**config.mk**
```make
export PLATFORM = sky130hd
export DESIGN_NAME = egress_pop_scheduler
export DESIGN_NICKNAME = d
export VERILOG_FILES = /design/src/rtl/egress_pop_scheduler.sv
export SDC_FILE = /design/constraint.sdc
export NUM_CORES = 1
export LEC_CHECK = 0
export CORE_UTILIZATION = 60
export DETAILED_ROUTE_END_ITERATION = 16
export DONT_BUFFER_PORTS = 1
export PLACE_DENSITY_LB_ADDON = 0.3
export SETUP_SLACK_MARGIN = 0.5
export SKIP_CTS_REPAIR_TIMING = 1
export SLEW_MARGIN = 30
export SYNTH_ARGS = -nofsm -noshare
export SYNTH_HDL_FRONTEND = slang
export SYNTH_SLANG_ARGS = --single-unit
```
**constraint.sdc**
```tcl
create_clock -name clk -period 3.12 [get_ports clk]
set_input_delay 0.312 -clock clk [delete_from_list [all_inputs] [get_ports clk]]
set_output_delay 0.312 -clock clk [all_outputs]
set_load 0.02 [all_outputs]
```
**src/rtl/egress_pop_scheduler.sv**
```systemverilog
// Weighted round-robin pop/push sequencer between the four middle FIFOs and the four output FIFOs.
// Define SCHED_WEIGHT_EN for weighted bursts; without it every class gets a burst of one (pure round robin).
module egress_pop_scheduler #(
  parameter int WEIGHT_W = 3
) (
  input  logic                  clk,
  input  logic                  reset,
  input  logic                  enable,
  input  logic [3:0]            empty,
  input  logic [3:0]            almost_full,
  input  logic [4*WEIGHT_W-1:0] weight,
  output logic [3:0]            pop,
  output logic [3:0]            push,
  output logic [1:0]            grant_idx,
  output logic                  grant_valid,
  output logic                  busy
);

  typedef enum logic {IDLE, BURST} state_t;

  state_t     state_q, state_d;
  logic [1:0] cur_q, cur_d;
  logic [1:0] ptr_q, ptr_d;
  logic [3:0] push_q, push_d;

  logic [3:0] eligible;
  logic [1:0] search_start;
  logic [1:0] cand;
  logic [1:0] found_idx;
  logic       found;
  logic       continue_burst;
  logic [1:0] gnt;
  logic       gnt_valid;

  // Gating with reset keeps pop quiet while reset is held, so no push can follow it.
  assign eligible = ~empty & ~almost_full & {4{enable & ~reset}};

`ifdef SCHED_WEIGHT_EN
  logic [WEIGHT_W-1:0] burst_cnt_q, burst_cnt_d;
  logic [WEIGHT_W-1:0] w_raw;
  logic [WEIGHT_W-1:0] w_eff;

  assign w_raw = weight[int'(cur_q)*WEIGHT_W +: WEIGHT_W];
  assign w_eff = (w_raw == '0) ? WEIGHT_W'(1) : w_raw;
  assign continue_burst = (state_q == BURST) && eligible[cur_q] && (burst_cnt_q < w_eff);
`else
  logic unused_weight;

  assign unused_weight = ^weight;
  assign continue_burst = 1'b0;
`endif

  // Rotating first-eligible search; wraps naturally in 2 bits.
  assign search_start = (state_q == BURST) ? cur_q + 2'd1 : ptr_q;

  always_comb begin
    found     = 1'b0;
    found_idx = cur_q;
    cand      = search_start;
    for (int i = 0; i < 4; i++) begin
      cand = search_start + 2'(i);
      if (!found && eligible[cand]) begin
        found     = 1'b1;
        found_idx = cand;
      end
    end
  end

  always_comb begin
    state_d   = state_q;
    cur_d     = cur_q;
    ptr_d     = ptr_q;
    gnt       = cur_q;
    gnt_valid = 1'b0;
`ifdef SCHED_WEIGHT_EN
    burst_cnt_d = burst_cnt_q;
`endif
    if (!enable) begin
      state_d = IDLE;
`ifdef SCHED_WEIGHT_EN
      burst_cnt_d = '0;
`endif
    end else if (continue_burst) begin
      gnt_valid = 1'b1;
`ifdef SCHED_WEIGHT_EN
      burst_cnt_d = burst_cnt_q + 1'b1;
`endif
    end else if (found) begin
      gnt       = found_idx;
      gnt_valid = 1'b1;
      cur_d     = found_idx;
      state_d   = BURST;
`ifdef SCHED_WEIGHT_EN
      burst_cnt_d = WEIGHT_W'(1);
`endif
    end else begin
      state_d = IDLE;
      if (state_q == BURST) begin
        ptr_d = cur_q + 2'd1;
      end
`ifdef SCHED_WEIGHT_EN
      burst_cnt_d = '0;
`endif
    end
  end

  assign pop         = gnt_valid ? (4'b0001 << gnt) : 4'b0000;
  assign push_d      = pop;
  assign grant_valid = gnt_valid;
  assign grant_idx   = gnt_valid ? gnt : cur_q;
  assign push        = push_q;
  assign busy        = (state_q == BURST) || (push_q != 4'b0000);

  always_ff @(posedge clk) begin
    if (reset) begin
      state_q <= IDLE;
      cur_q   <= 2'd0;
      ptr_q   <= 2'd0;
      push_q  <= 4'b0000;
    end else begin
      state_q <= state_d;
      cur_q   <= cur_d;
      ptr_q   <= ptr_d;
      push_q  <= push_d;
    end
  end

`ifdef SCHED_WEIGHT_EN
  always_ff @(posedge clk) begin
    if (reset) begin
      burst_cnt_q <= '0;
    end else begin
      burst_cnt_q <= burst_cnt_d;
    end
  end
`endif

endmodule

```
# ---- Word level (Yosys, flattened, before mapping)
# Cells that the tools add are included.
dict set report classes {
  mux 23
  n_eq_ne 0
  order_cmp 4
  reduce_logical 9
  n_shift 1
  n_div 0
  add_sub_neg 4
  mul 0
  bitwise 7
}
# op n
set ops {}
lappend ops {{2-to-1 mux 2 bit} 8}
lappend ops {{less-than comparator 2 x 3 -> 1 bit (second input constant)} 4}
lappend ops {{2-to-1 mux 1 bit} 10}
lappend ops {{bitwise AND 4 bit} 2}
lappend ops {{binary-select mux 1 bit (select 2 bit)} 4}
lappend ops {{NOT 4 bit} 2}
lappend ops {{adder 2 x 1 -> 2 bit (second input constant)} 2}
lappend ops {{adder 2 bit (second input constant)} 2}
lappend ops {{2-to-1 mux 4 bit} 1}
lappend ops {{nonzero test 4 bit} 1}
lappend ops {{left shift 1 x 2 -> 4 bit (first input constant)} 1}
lappend ops {{logical AND 1 bit} 3}
lappend ops {{zero test 1 bit} 3}
lappend ops {{NOT 1 bit} 2}
lappend ops {{AND reduction 2 bit} 1}
lappend ops {{bitwise AND 1 bit} 1}
lappend ops {{logical OR 1 bit} 1}
dict set report word_totals {
  in_bits 23
  out_inout_bits 12
  elab_cells 52
  mem_bits_rw 0
  mem_bits_ro 0
  register_bits 9
  mem_count 0
  latch_bits 0
}

# ---- Logic depth before layout (Yosys ltp)
# Gate-level depths: netlist of run 1.
dict set report logic_depth {
  word_depth 19
  depth_mapped 8
  ltp_nobuf 6
}

# ---- Worst setup path before layout of run 1
# OpenSTA, ideal clock, no wires.
dict set report synth_timing {
  path_kind {input -> output}
  start {input reset}
  end {output pop[2]}
  path_stages 7
  path_slack_ps 475
  required_time_ps 2808
  n_path_buf 1
  arrival_time_ps 2333
  cell_sequence {buf_4 -> or4b_4 -> nand2_1 -> o22ai_1 -> a311o_1 -> a21o_1 -> a211oi_1}
}
dict set report synth_between {
  elab_chain_cells 19
  word_cells_on_any_way 31
  classes_between {shift (1); mux (21); bitwise (3); reduce/logical (6)}
}
# item line_no
set synth_rtl {}
lappend synth_rtl {{from (decl)} 7} ;# input logic reset,
lappend synth_rtl {{NOT 1 bit *} 36} ;# assign eligible = ~empty & ~almost_full & {4{enable & ~reset}};
lappend synth_rtl {{bitwise AND 1 bit *} 36}
lappend synth_rtl {{bitwise AND 4 bit *} 36}
lappend synth_rtl {{binary-select mux 1 bit (select 2 bit)} 62} ;# if (!found && eligible[cand]) begin
lappend synth_rtl {{2-to-1 mux 1 bit (implied by the code)} 62}
lappend synth_rtl {{2-to-1 mux 1 bit} 62}
lappend synth_rtl {{zero test 1 bit} 62}
lappend synth_rtl {{logical AND 1 bit} 62}
lappend synth_rtl {{(+3 left out)} --}
lappend synth_rtl {{2-to-1 mux 1 bit} 62}
lappend synth_rtl {{zero test 1 bit} 62}
lappend synth_rtl {{logical AND 1 bit} 62}
lappend synth_rtl {{2-to-1 mux 2 bit or 2-to-1 mux 1 bit (tied branches)} 62}
lappend synth_rtl {{2-to-1 mux 2 bit} 88} ;# end else if (found) begin
lappend synth_rtl {{2-to-1 mux 2 bit} 78} ;# if (!enable) begin
lappend synth_rtl {{left shift 1 x 2 -> 4 bit} 107} ;# assign pop = gnt_valid ? (4'b0001 << gnt) : 4'b0000;
lappend synth_rtl {{2-to-1 mux 4 bit *} 107}
lappend synth_rtl {{to (decl)} 12} ;# output logic [3:0] pop,
# Every way passes the cells marked *; elsewhere a longest branch is shown, timed or not. The select of a mux whose other input is x is not followed.

# ---- Final worst setup path of run 1
dict set report layout_timing {
  start {register cur_q[1]}
  end {output pop[3]}
}
dict set report layout_between {
  elab_chain_cells 18
  word_cells_on_any_way 33
  classes_between {add/sub (4); shift (1); mux (22); reduce/logical (6)}
}
# item line_no
set layout_rtl {}
lappend layout_rtl {{from (decl)} 22} ;# logic [1:0] cur_q, cur_d;
lappend layout_rtl {{from (signal assigned)} 122} ;# cur_q <= cur_d;
lappend layout_rtl {{branches (longest 17 deep; another with adder 2 x 1 -> 2 bit)} --}
lappend layout_rtl {{2-to-1 mux 4 bit *} 107}
# Every way passes the cells marked *. The select of a mux whose other input is x is not followed.

==> impl_metrics.py, run 1 <==
metrics = {
    "status": {
        "outcome": "finished clean",
    },
    "sta": {
        "final-setup-viol-count": 0,
        "finalClockSkew_ns": 0.00625,
        "report.final.slew_viol_count": 0,
        "rsz0062_at_grt": "true",
        "fin_crit_sh": 0.844,
        "fin_setup_tns_ns": 0,
        "worst-slew-pin-transition_ns": 0.606,
        "clock.fmax_mhz": 380,
        "hold_viol_final": 0,
        "maxSlewHeadroom": 0.591,
        "layout_min_cycle_time_ns": 2.63,
    },
    "placement": {
        "post-dp-hpwl_um": 2100,
        "port_buffers": 0,
        "place_congestion": 1.00,
        "place_area_um2": 1030,
    },
    "drt": {
        "post-route-drc-count": 0,
        "drt-vias-per-instance": 7.62,
        "drt-pass1-iter-count": 4,
        "total_length_of_routed_wires_um": 3360,
        "postRouteAntennaNets": 0,
        "route.vias.total": 1212,
        "detailedRoute.firstIterationViolations": 55,
        "drt-wirelength-per-cell_um": 21.1,
    },
    "power_and_ir_drop": {
        "seqPwrFrac": 0.324,
        "internal-power_uw": 266,
        "clkPwrFrac": 0.212,
        "power.share.switching": 0.429,
        "p_leak_uw": 0.000452,
        "pwr-share-comb": 0.464,
        "pwr_density_cell_nw_per_um2": 350,
        "ir_drop_uv": 304,
        "switching_power_uw": 200,
        "total_power_uw": 466,
    },
    "floorplan": {
        "row_count": 14,
        "io-pin-count": 35,
        "initial_core_util": 0.660,
        "design.core.area_um2": 1540,
        "horizontal_die_dimension_um": 43.2,
        "die_area_um2": 1860,
        "die_y_um": 43.2,
    },
    "global_routing": {
        "wire_length_of_the_first_global_routing_pass_um": 4510,
        "grt_start_max_net_pins": 19,
        "globalRoute.totalOverflow": 0,
        "grt_pass1_vias": 1035,
        "antenna_found_initial": 0,
        "groute.usage.overall": 0.318,
    },
    "synth": {
        "ys.warnings.count": 0,
        "yosysUniqueCellTypes": 50,
        "synth-edff-count": 0,
        "synth.top_cells.by_area": "sky130_fd_sc_hd__dfxtp_1 (18%), sky130_fd_sc_hd__a211oi_1 (9.6%), sky130_fd_sc_hd__nor4b_4 (4.7%)",
        "synth_area_leader_cell": "sky130_fd_sc_hd__dfxtp_1",
        "dominantRegCellSynth": "sky130_fd_sc_hd__dfxtp_1",
        "synth_top_area_frac": 0.177,
        "synthesized_net_count": 156,
        "syn_area_per_cell_um2": 7.65,
        "ys_seq_area_frac": 0.177,
        "post_synth_inst_count": 133,
        "ys_ff_latch": 9,
        "async_flop_share": 0,
        "cell_area_after_synthesis_um2": 1020,
    },
    "min_path": {
        "hold_path.class": "input port to register",
        "holdCritStartpoint": "reset",
        "worstHoldEndpoint": "cur_q[0]$_SDFF_PP0_",
        "timing.hold.worst_path_depth": 1,
    },
    "setup_path": {
        "worst_ep_arrival_time_ns": 2.32,
        "critical-path-slowest-cell": "sky130_fd_sc_hd__dfxtp_4",
        "required_ns": 2.81,
        "endpoint_kind": "output pin",
        "slowest_delay_ns": 0.39,
        "cp_cell_sequence": "xnor2_4 > a21oi_4 > or3_4 > a31o_4 > a21o_1 > a211oi_2 > buf_4",
        "worst-setup-path-type": "register to output pin",
        "path_delay_family": "compound AO/OA/AOI/OAI gates",
        "start_kind": "register",
        "worst-r2r-setup-slack_ns": 0.93,
        "critical_path_peak_fanout": 6,
        "regToRegEndpoint": "push[1]$_SDFF_PP0_",
        "r2r.worst_path.cells": 7,
        "crit-reg2reg-launch": "cur_q[1]$_SDFF_PP0_",
        "cp.buffers_inverters": 1,
    },
    "finish": {
        "syn_to_final_growth_pct": 30.8,
        "finish.net_count": 167,
        "layout_common_cells": "sky130_fd_sc_hd__buf_4 (14), sky130_fd_sc_hd__nand2_1 (10), sky130_fd_sc_hd__o21ai_0 (9)",
        "antennaDiodeCount": 0,
        "drive_gt1_frac": 0.399,
        "layout.cells.most_common": "sky130_fd_sc_hd__buf_4",
        "finalInstanceArea_um2": 1330,
    },
    "cts": {
        "cts_tree": "built",
        "clock_sink_count": 9,
        "cts.htree.levels": 1,
        "cts_root_buf": "sky130_fd_sc_hd__clkbuf_4",
        "total_cts_buffers": 3,
        "cts_buffer_depth": 2,
        "worst_skew_pair.late_latency_ns": 0.29,
        "clk_pin_slew_ns": 0.06,
    },
    "run": {
        "maxcap_viol_count": 0,
    },
}
## cell type report
class / instances / area, um2
multi-input cells: 112 / 971
fillers: 81 / 211
flip-flops and latches: 9 / 193
repair buffers: 14 / 105
clock buffers: 4 / 26.3
well taps: 16 / 20.0
inverters: 4 / 15.0
## metrics by stage
stage | utilization | setup WS [ns] | hold WS (ns) | std cells
finish | 0.863 | 0.487 | 0.0888 | 159
global route | 0.863 | 0.438 | 0.0918 | 159
CTS | 0.685 | 0.181 | 0.105 | 149
detailed placement | 0.668 | 0.471 | 0.385 | 145
global placement | 0.668 | 0.469 | 0.385 | 145
floorplan | - | 0.475 | 0.479 | 133
## sequential cells by signal, summed over array words and instances, names as in the netlist
signal   cells
ptr_q        2
state_q      1
push         4
cur_q        2
## kinds of logic after synthesis
logic type	synth area share
AO/OA/AOI/OAI	0.391
AND/OR/NAND/NOR	0.353
buffers and inverters	0.0517
flip-flops	0.177
XOR/XNOR	0.0172
multiplexers	0.00984
## how the worst max path moves through the flow
stage	start	end	slack, ns	cells past startpoint
6_report	cur_q[1]$_SDFF_PP0_	pop[3]	0.49	7
3_5_place_dp	state_q$_SDFF_PP0_	pop[1]	0.47	6
3_3_place_gp	state_q$_SDFF_PP0_	pop[1]	0.47	6
4_1_cts	state_q$_SDFF_PP0_	pop[1]	0.18	6
2_1_floorplan	reset	pop[2]	0.47	7
5_1_grt	cur_q[1]$_SDFF_PP0_	pop[3]	0.44	7
## cells in the mapped netlist (all sizes together), types with 2 or more instances
cell type   n
o221a       2
clkbuf      4
inv         4
buf         4
nand3       8
nor2        9
a211oi     13
a21oi       9
nor4b       4
and2        4
o21ai      11
a21o        3
or3         2
dfxtp       9
or4b        4
nand2      11
nor4        3
a32o        2
nand3b      2
## power by group through the flow
| stage | registers [uW] | clock network [uW] | logic (uW) |
|---|---|---|---|
| global placement | 148 | 0 | 141 |
| detailed placement | 148 | 0 | 144 |
| floorplan | 136 | 0 | 133 |
| global route | 153 | 99.7 | 228 |
| finish | 151 | 98.7 | 216 |
| CTS | 145 | 91.7 | 144 |
## routing by layer
| metal | up-vias | global-route usage | share of wire |
|---|---|---|---|
| li1 | 549 | - | - |
| met1 | 565 | 0.429 | 0.40 |
| met2 | 81 | 0.484 | 0.47 |
| met3 | 17 | 0.123 | 0.097 |
| met4 | 0 | 0.0545 | 0.031 |
| met5 | - | 0 | 0 |
Power figures use the tool's default switching activity.
==> inputs of run 2 (changes only) <==
Settings changed: CORE_UTILIZATION 60 to 56.
Clock period 3.12 ns to 2.3 ns, I/O delays scaled along.
==> run 2 against run 1 <==
  * The run now ends with negative setup slack left
  * Cell count rose by 19%
  * Clock skew rose by 0.0014 ns
  * Sequential share of layout area fell by 2.3 points
  * Via count rose by 32%
  * Non-clock buffer count rose by 22
  * Routed wire length rose by 63%
  * First-iteration DRC count rose to 3.8 times the previous value
  * Largest cell class unchanged
==> impl_metrics.py, run 2 (synthesis gave the netlist of run 1 again) <==
metrics = {
    "setup_path": {
        "crit_path_end": "pop[0]",
        "crit-reg2reg-launch": "cur_q[0]$_SDFF_PP0_",
        "critical-path-slowest-cell": "sky130_fd_sc_hd__dfxtp_4",
        "start_kind": "register",
        "worst-r2r-setup-slack_ns": 0.01,
        "regToRegEndpoint": "push[3]$_SDFF_PP0_",
        "r2r.worst_path.cells": 9,
        "path_delay_family": "compound AO/OA/AOI/OAI gates",
        "worst-setup-path-type": "register to output pin",
        "slowest_delay_ns": 0.39,
        "cp_num_cells": 7,
        "critical_path_peak_fanout": 5,
        "endpoint_kind": "output pin",
        "critical_path.startpoint": "cur_q[0]$_SDFF_PP0_",
        "worst_ep_arrival_time_ns": 2.38,
        "required_ns": 2.07,
        "cp_cell_sequence": "buf_6 > nand3b_1 > and2_4 > nor4_1 > a311o_1 > o21ai_2 > a211oi_4",
        "cp.buffers_inverters": 1,
    },
    "cts": {
        "worst_skew_pair.late_latency_ns": 0.28,
        "cts_buffer_depth": 2,
        "clk_pin_slew_ns": 0.07,
        "cts_root_buf": "sky130_fd_sc_hd__clkbuf_4",
        "cts.htree.levels": 1,
        "cts_tree": "built",
        "total_cts_buffers": 3,
        "clock_sink_count": 9,
    },
    "power_and_ir_drop": {
        "ir_drop_uv": 372,
        "pwr_density_cell_nw_per_um2": 471,
        "clkPwrFrac": 0.181,
        "switching_power_uw": 345,
        "power.share.switching": 0.456,
        "p_leak_uw": 0.000585,
        "internal-power_uw": 411,
        "pwr-share-comb": 0.551,
        "seqPwrFrac": 0.268,
    },
    "status": {
        "failed_checks": "negative setup slack",
        "outcome": "complete, but fails checks",
    },
    "drt": {
        "total_length_of_routed_wires_um": 5470,
        "drt-vias-per-instance": 8.45,
        "route.vias.total": 1605,
        "drt-pass1-iter-count": 7,
        "drt-wirelength-per-cell_um": 28.8,
        "post-route-drc-count": 0,
        "detailedRoute.firstIterationViolations": 210,
        "postRouteAntennaNets": 0,
    },
    "placement": {
        "place_area_um2": 1310,
        "post-place-ws_ns": -0.100,
        "dp.cells": 181,
        "post-dp-hpwl_um": 2650,
        "port_buffers": 0,
        "place_congestion": 0.968,
    },
    "floorplan": {
        "die_y_um": 44.6,
        "row_count": 15,
        "initial_core_util": 0.596,
        "io-pin-count": 35,
        "horizontal_die_dimension_um": 44.6,
        "design.core.area_um2": 1710,
        "die_area_um2": 1990,
    },
    "sta": {
        "hold_viol_final": 0,
        "worst-slew-pin-transition_ns": 0.606,
        "final-setup-viol-count": 5,
        "layout_min_cycle_time_ns": 2.61,
        "rsz0062_at_grt": "true",
        "finalClockSkew_ns": 0.00762,
        "clock.fmax_mhz": 383,
        "maxSlewHeadroom": 0.592,
        "report.final.slew_viol_count": 0,
        "setup_ws_ns": -0.309,
        "fin_crit_sh": 1.13,
    },
    "finish": {
        "layout_common_cells": "sky130_fd_sc_hd__buf_4 (32), sky130_fd_sc_hd__nand2_1 (9), sky130_fd_sc_hd__a21oi_1 (6), sky130_fd_sc_hd__nand3_1 (6)",
        "largest_register_ffs": 4,
        "finalInstanceArea_um2": 1610,
        "finish.net_count": 189,
        "drive_gt1_frac": 0.558,
        "syn_to_final_growth_pct": 57.9,
        "layout.cells.most_common": "sky130_fd_sc_hd__buf_4",
        "antennaDiodeCount": 0,
        "finalNonFillerCells": 190,
    },
    "run": {
        "maxcap_viol_count": 0,
    },
    "global_routing": {
        "antenna_found_initial": 0,
        "groute.usage.overall": 0.352,
        "grt_pass1_vias": 1129,
        "globalRoute.totalOverflow": 0,
        "grt_start_max_net_pins": 16,
        "wire_length_of_the_first_global_routing_pass_um": 5000,
    },
    "min_path": {
        "holdCritStartpoint": "enable",
        "hold_path.class": "input port to register",
    },
}
## run 2: cell count changes in the layout (fill, tap and decap cells not counted), sizes merged
| cell | previous run | this run |
|---|---|---|
| dlygate4sd3 | 0 | 1 |
| buf | 14 | 35 |
## run 2: worst register-to-register path: stages (launching register included)
cell	delay, ns
sky130_fd_sc_hd__dfxtp_4	0.39
sky130_fd_sc_hd__buf_6	0.15
sky130_fd_sc_hd__nand3b_1	0.26
sky130_fd_sc_hd__and2_4	0.23
sky130_fd_sc_hd__buf_4	0.14
sky130_fd_sc_hd__o31ai_2	0.33
sky130_fd_sc_hd__buf_4	0.20
sky130_fd_sc_hd__a21o_1	0.22
sky130_fd_sc_hd__buf_4	0.17
sky130_fd_sc_hd__a211oi_1	0.07
## run 2: worst min-delay path by stage
stage	end	slack, ns	cells after the start
2_1_floorplan	ptr_q[1]$_SDFFE_PP0P_	0.46	2
3_3_place_gp	ptr_q[0]$_SDFFE_PP0P_	0.30	1
3_5_place_dp	ptr_q[0]$_SDFFE_PP0P_	0.30	1
4_1_cts	ptr_q[0]$_SDFFE_PP0P_	0.01	1
5_1_grt	ptr_q[1]$_SDFFE_PP0P_	0.09	2
6_report	ptr_q[0]$_SDFFE_PP0P_	0.08	2
## run 2: metal layers
metal / track usage / wire [um]
met2: 0.553 / 2220
met1: 0.430 / 1720
met3: 0.0939 / 844
met4: 0.206 / 684
met5: 0 / 0
## run 2: power by group through the flow
stage / clock, uW / sequential (uW) / combinational, uW
final: 137 / 203 / 417
after global routing: 142 / 203 / 421
after CTS: 130 / 195 / 298
after detailed placement: 0 / 199 / 293
after global placement: 0 / 198 / 284
after floorplan: 0 / 185 / 215
## run 2: layout make-up
class                      count  area (um2)
clock buffer                   4        26.3
fill                          51         101
inverter                       4        15.0
multi-input combinational    112        1050
sequential                     9         196
tap                           25        31.3
timing repair buffer          36         284
## run 2: stage by stage
step           TNS [ns]  hold slack (ns)  total power [uW]   util
6_report          -1.32           0.0822               757  0.941
5_1_grt           -1.39           0.0918               766  0.941
3_5_place_dp     -0.337            0.304               492  0.769
3_3_place_gp    -0.0636            0.305               482  0.769
2_1_floorplan         0            0.461               399      -
4_1_cts           -2.21           0.0102               623  0.785
==> inputs of run 3 (changes only) <==
Settings changed: CORE_ASPECT_RATIO from default to 1.1.
==> run 3 against run 2 <==
  * Synthesized area stayed put
  * Synthesized cell count unchanged
  * The run now fails in 5_1_grt
==> impl_metrics.py, run 3 <==
metrics = {
    "floorplan": {
        "die_y_um": 46.7,
        "row_count": 15,
        "initial_core_util": 0.623,
        "io-pin-count": 35,
        "horizontal_die_dimension_um": 42.6,
    },
    "synth": {
        "cell_area_after_synthesis_um2": 1020,
        "post_synth_inst_count": 133,
        "synthMostInstantiatedCell": "sky130_fd_sc_hd__a211oi_1",
        "dominantRegCellSynth": "sky130_fd_sc_hd__dfxtp_1",
        "synth_area_leader_cell": "sky130_fd_sc_hd__dfxtp_1",
        "synth.top_cells.by_area": "sky130_fd_sc_hd__dfxtp_1 (18%), sky130_fd_sc_hd__a211oi_1 (9.6%), sky130_fd_sc_hd__nor4b_4 (4.7%)",
        "synth-simple-area-share": 0.353,
        "synth.mux.area_fraction": 0.00984,
        "ys_seq_area_frac": 0.177,
        "ys_ff_latch": 9,
        "async_flop_share": 0,
        "combinational_family_with_the_most_area_after_synthesis": "compound AO/OA/AOI/OAI gates",
        "synthesized_area_fraction_occupied_by_ao_oa_aoi_and_oai_cells": 0.391,
        "yosysUniqueCellTypes": 50,
        "synth_top_area_frac": 0.177,
        "post_synth_xor_area_fraction": 0.0172,
        "synthesized_net_count": 156,
        "synth-edff-count": 0,
        "ys.warnings.count": 0,
        "synth.top_cells.by_count": "sky130_fd_sc_hd__a211oi_1 (13), sky130_fd_sc_hd__nand2_1 (11), sky130_fd_sc_hd__dfxtp_1 (9), sky130_fd_sc_hd__o21ai_0 (9)",
        "yosys.area_share.adder": 0,
        "syn_area_per_cell_um2": 7.65,
    },
    "status": {
        "flow.stopped_at": "5_1_grt",
        "outcome": "did not finish",
        "error_line": "[ERROR DPL-0038] Utilization greater than 100%, impossible to legalize",
    },
    "placement": {
        "place_congestion": 0.999,
        "port_buffers": 0,
        "post-dp-hpwl_um": 2630,
    },
    "sta": {
        "timing.worst_endpoint.kind": "top-level output",
        "postGrtWorstEndpoint": "pop[1]",
    },
    "cts": {
        "cts_root_buf": "sky130_fd_sc_hd__clkbuf_4",
        "cts_buffer_depth": 2,
        "cts.htree.levels": 1,
        "total_cts_buffers": 3,
        "clock_sink_count": 9,
    },
    "global_routing": {
        "grt_start_max_net_pins": 18,
    },
}
## run 3: cell counts after synthesis
Identical to the previous run, type by type.
## run 3: kinds of logic after synthesis
| family | count (synthesis) |
|---|---|
| XOR/XNOR | 2 |
| AND/OR/NAND/NOR | 54 |
| buffers and inverters | 12 |
| multiplexers | 1 |
| flip-flops | 9 |
| AO/OA/AOI/OAI | 55 |
## run 3: per-stage QoR
step,setup slack [ns],std cells,hold WS (ns),TNS [ns],instance area [um2]
2_1_floorplan,0.0337,133,0.461,0,1090
3_3_place_gp,-0.0794,177,0.302,-0.238,1330
3_5_place_dp,-0.132,177,0.309,-0.554,1330
4_1_cts,-0.441,181,0.0265,-2.24,1360
==> inputs of run 4 (changes only) <==
Settings changed: CORE_AREA from default to 2 2 63 65, CORE_ASPECT_RATIO 1.1 to default, CORE_UTILIZATION 56 to default, DIE_AREA from default to 0 0 65 67, PLACE_DENSITY_LB_ADDON 0.3 to 0.15, SETUP_SLACK_MARGIN 0.5 to default.
Clock period 2.3 ns to 3 ns, I/O delays scaled along.
==> run 4 against run 3 <==
  * The flow now finishes without violations
==> impl_metrics.py, run 4 (synthesis gave the netlist of run 1 again) <==
metrics = {
    "status": {
        "outcome": "finished clean",
    },
    "finish": {
        "largest_register_ffs": 4,
        "finish.net_count": 162,
        "layout.cells.most_common": "sky130_fd_sc_hd__a211oi_1",
        "finalInstanceArea_um2": 1160,
        "seqCellArea_um2": 181,
        "syn_to_final_growth_pct": 14.0,
        "antennaDiodeCount": 0,
        "postLayoutCoreUtil": 0.322,
        "multiInputGateArea_um2": 790,
        "fillers": 396,
        "layout_common_cells": "sky130_fd_sc_hd__a211oi_1 (12), sky130_fd_sc_hd__nand2_1 (11), sky130_fd_sc_hd__o21ai_0 (9), sky130_fd_sc_hd__buf_4 (9)",
        "drive_gt1_frac": 0.181,
    },
    "cts": {
        "clock_sink_count": 9,
        "worst_skew_pair.late_latency_ns": 0.23,
        "clk_pin_slew_ns": 0.04,
        "cts.htree.levels": 1,
        "total_cts_buffers": 3,
        "cts_buffer_depth": 2,
        "cts_tree": "built",
        "cts_root_buf": "sky130_fd_sc_hd__clkbuf_8",
    },
    "min_path": {
        "hold_path.class": "input port to register",
    },
    "sta": {
        "finalClockSkew_ns": 0.000703,
        "worst-slew-pin-transition_ns": 0.568,
        "maxSlewHeadroom": 0.616,
        "hold_viol_final": 0,
        "clock.fmax_mhz": 355,
        "fin_setup_tns_ns": 0,
        "report.final.slew_viol_count": 0,
        "final-setup-viol-count": 0,
        "fin_crit_sh": 0.939,
        "layout_min_cycle_time_ns": 2.82,
        "setup_ws_ns": 0.182,
        "rsz0062_at_grt": "false",
    },
    "global_routing": {
        "antenna_found_initial": 0,
        "wire_length_of_the_first_global_routing_pass_um": 5110,
        "globalRoute.totalOverflow": 0,
        "groute.usage.overall": 0.150,
        "grt_pass1_vias": 1050,
        "grt_start_max_net_pins": 16,
    },
    "floorplan": {
        "initial_core_util": 0.282,
        "io-pin-count": 35,
        "die_area_um2": 4360,
        "horizontal_die_dimension_um": 65,
        "row_count": 22,
        "design.core.area_um2": 3610,
        "die_y_um": 67,
    },
    "drt": {
        "detailedRoute.firstIterationViolations": 38,
        "post-route-drc-count": 0,
        "route.vias.total": 1102,
        "drt-vias-per-instance": 5.92,
        "postRouteAntennaNets": 0,
        "drt-wirelength-per-cell_um": 16.6,
        "total_length_of_routed_wires_um": 3090,
        "drt-pass1-iter-count": 4,
    },
    "setup_path": {
        "worst_ep_arrival_time_ns": 2.52,
        "required_ns": 2.70,
        "endpoint_kind": "output pin",
        "start_kind": "register",
        "worst-setup-path-type": "register to output pin",
        "critical_path_peak_fanout": 8,
    },
    "power_and_ir_drop": {
        "total_power_uw": 450,
        "p_leak_uw": 0.000399,
        "ir_drop_uv": 327,
        "pwr_density_cell_nw_per_um2": 388,
    },
    "placement": {
        "place_congestion": 0.947,
        "place_area_um2": 1110,
        "port_buffers": 0,
        "post-place-ws_ns": 0.399,
        "post-dp-hpwl_um": 2520,
    },
    "run": {
        "maxcap_viol_count": 0,
    },
}
-- run 4: layout make-up --
type / count / area share
clock buffer: 3 / 0.0356
clock inverter: 1 / 0.00432
inverter: 4 / 0.0129
multi-input combinational: 112 / 0.681
sequential: 9 / 0.156
tap: 48 / 0.0518
timing repair buffer: 9 / 0.0583
-- run 4: where the power goes --
part / leakage (uW) / internal (uW) / switching, uW
sequential: 0.0000739 / 130 / 21.3
combinational: 0.000300 / 61.4 / 103
clock: 0.0000255 / 90.2 / 44.1
-- run 4: through the flow --
stage               cells  hold WS, ns
floorplan             133        0.479
global placement      182        0.375
detailed placement    182        0.373
CTS                   186        0.133
global route          186        0.124
finish                186        0.140
-- run 4: path summary, 6_finish.rpt --
check,start,to,slack [ns],cells past startpoint
max reg2reg,cur_q[0]$_SDFF_PP0_,push[1]$_SDFF_PP0_,0.69,6
max,cur_q[0]$_SDFF_PP0_,pop[1],0.18,6
min reg2reg,ptr_q[1]$_SDFFE_PP0P_,ptr_q[1]$_SDFFE_PP0P_,0.52,2
min,reset,ptr_q[1]$_SDFFE_PP0P_,0.14,1
-- run 4: routing by layer --
metal	global-route usage	routed length, um
met1	0.185	1310
met2	0.260	1510
met3	0.0372	187
met4	0.0399	76
met5	0	0
-- run 4: worst max-delay path, cell delays in order, from the launching register on --
cell                      delay (ns)
sky130_fd_sc_hd__dfxtp_1        0.49
sky130_fd_sc_hd__xnor2_1        0.22
sky130_fd_sc_hd__a21oi_1        0.21
sky130_fd_sc_hd__or3_1          0.41
sky130_fd_sc_hd__a31o_1         0.26
sky130_fd_sc_hd__a221o_1        0.37
sky130_fd_sc_hd__o221a_1        0.33
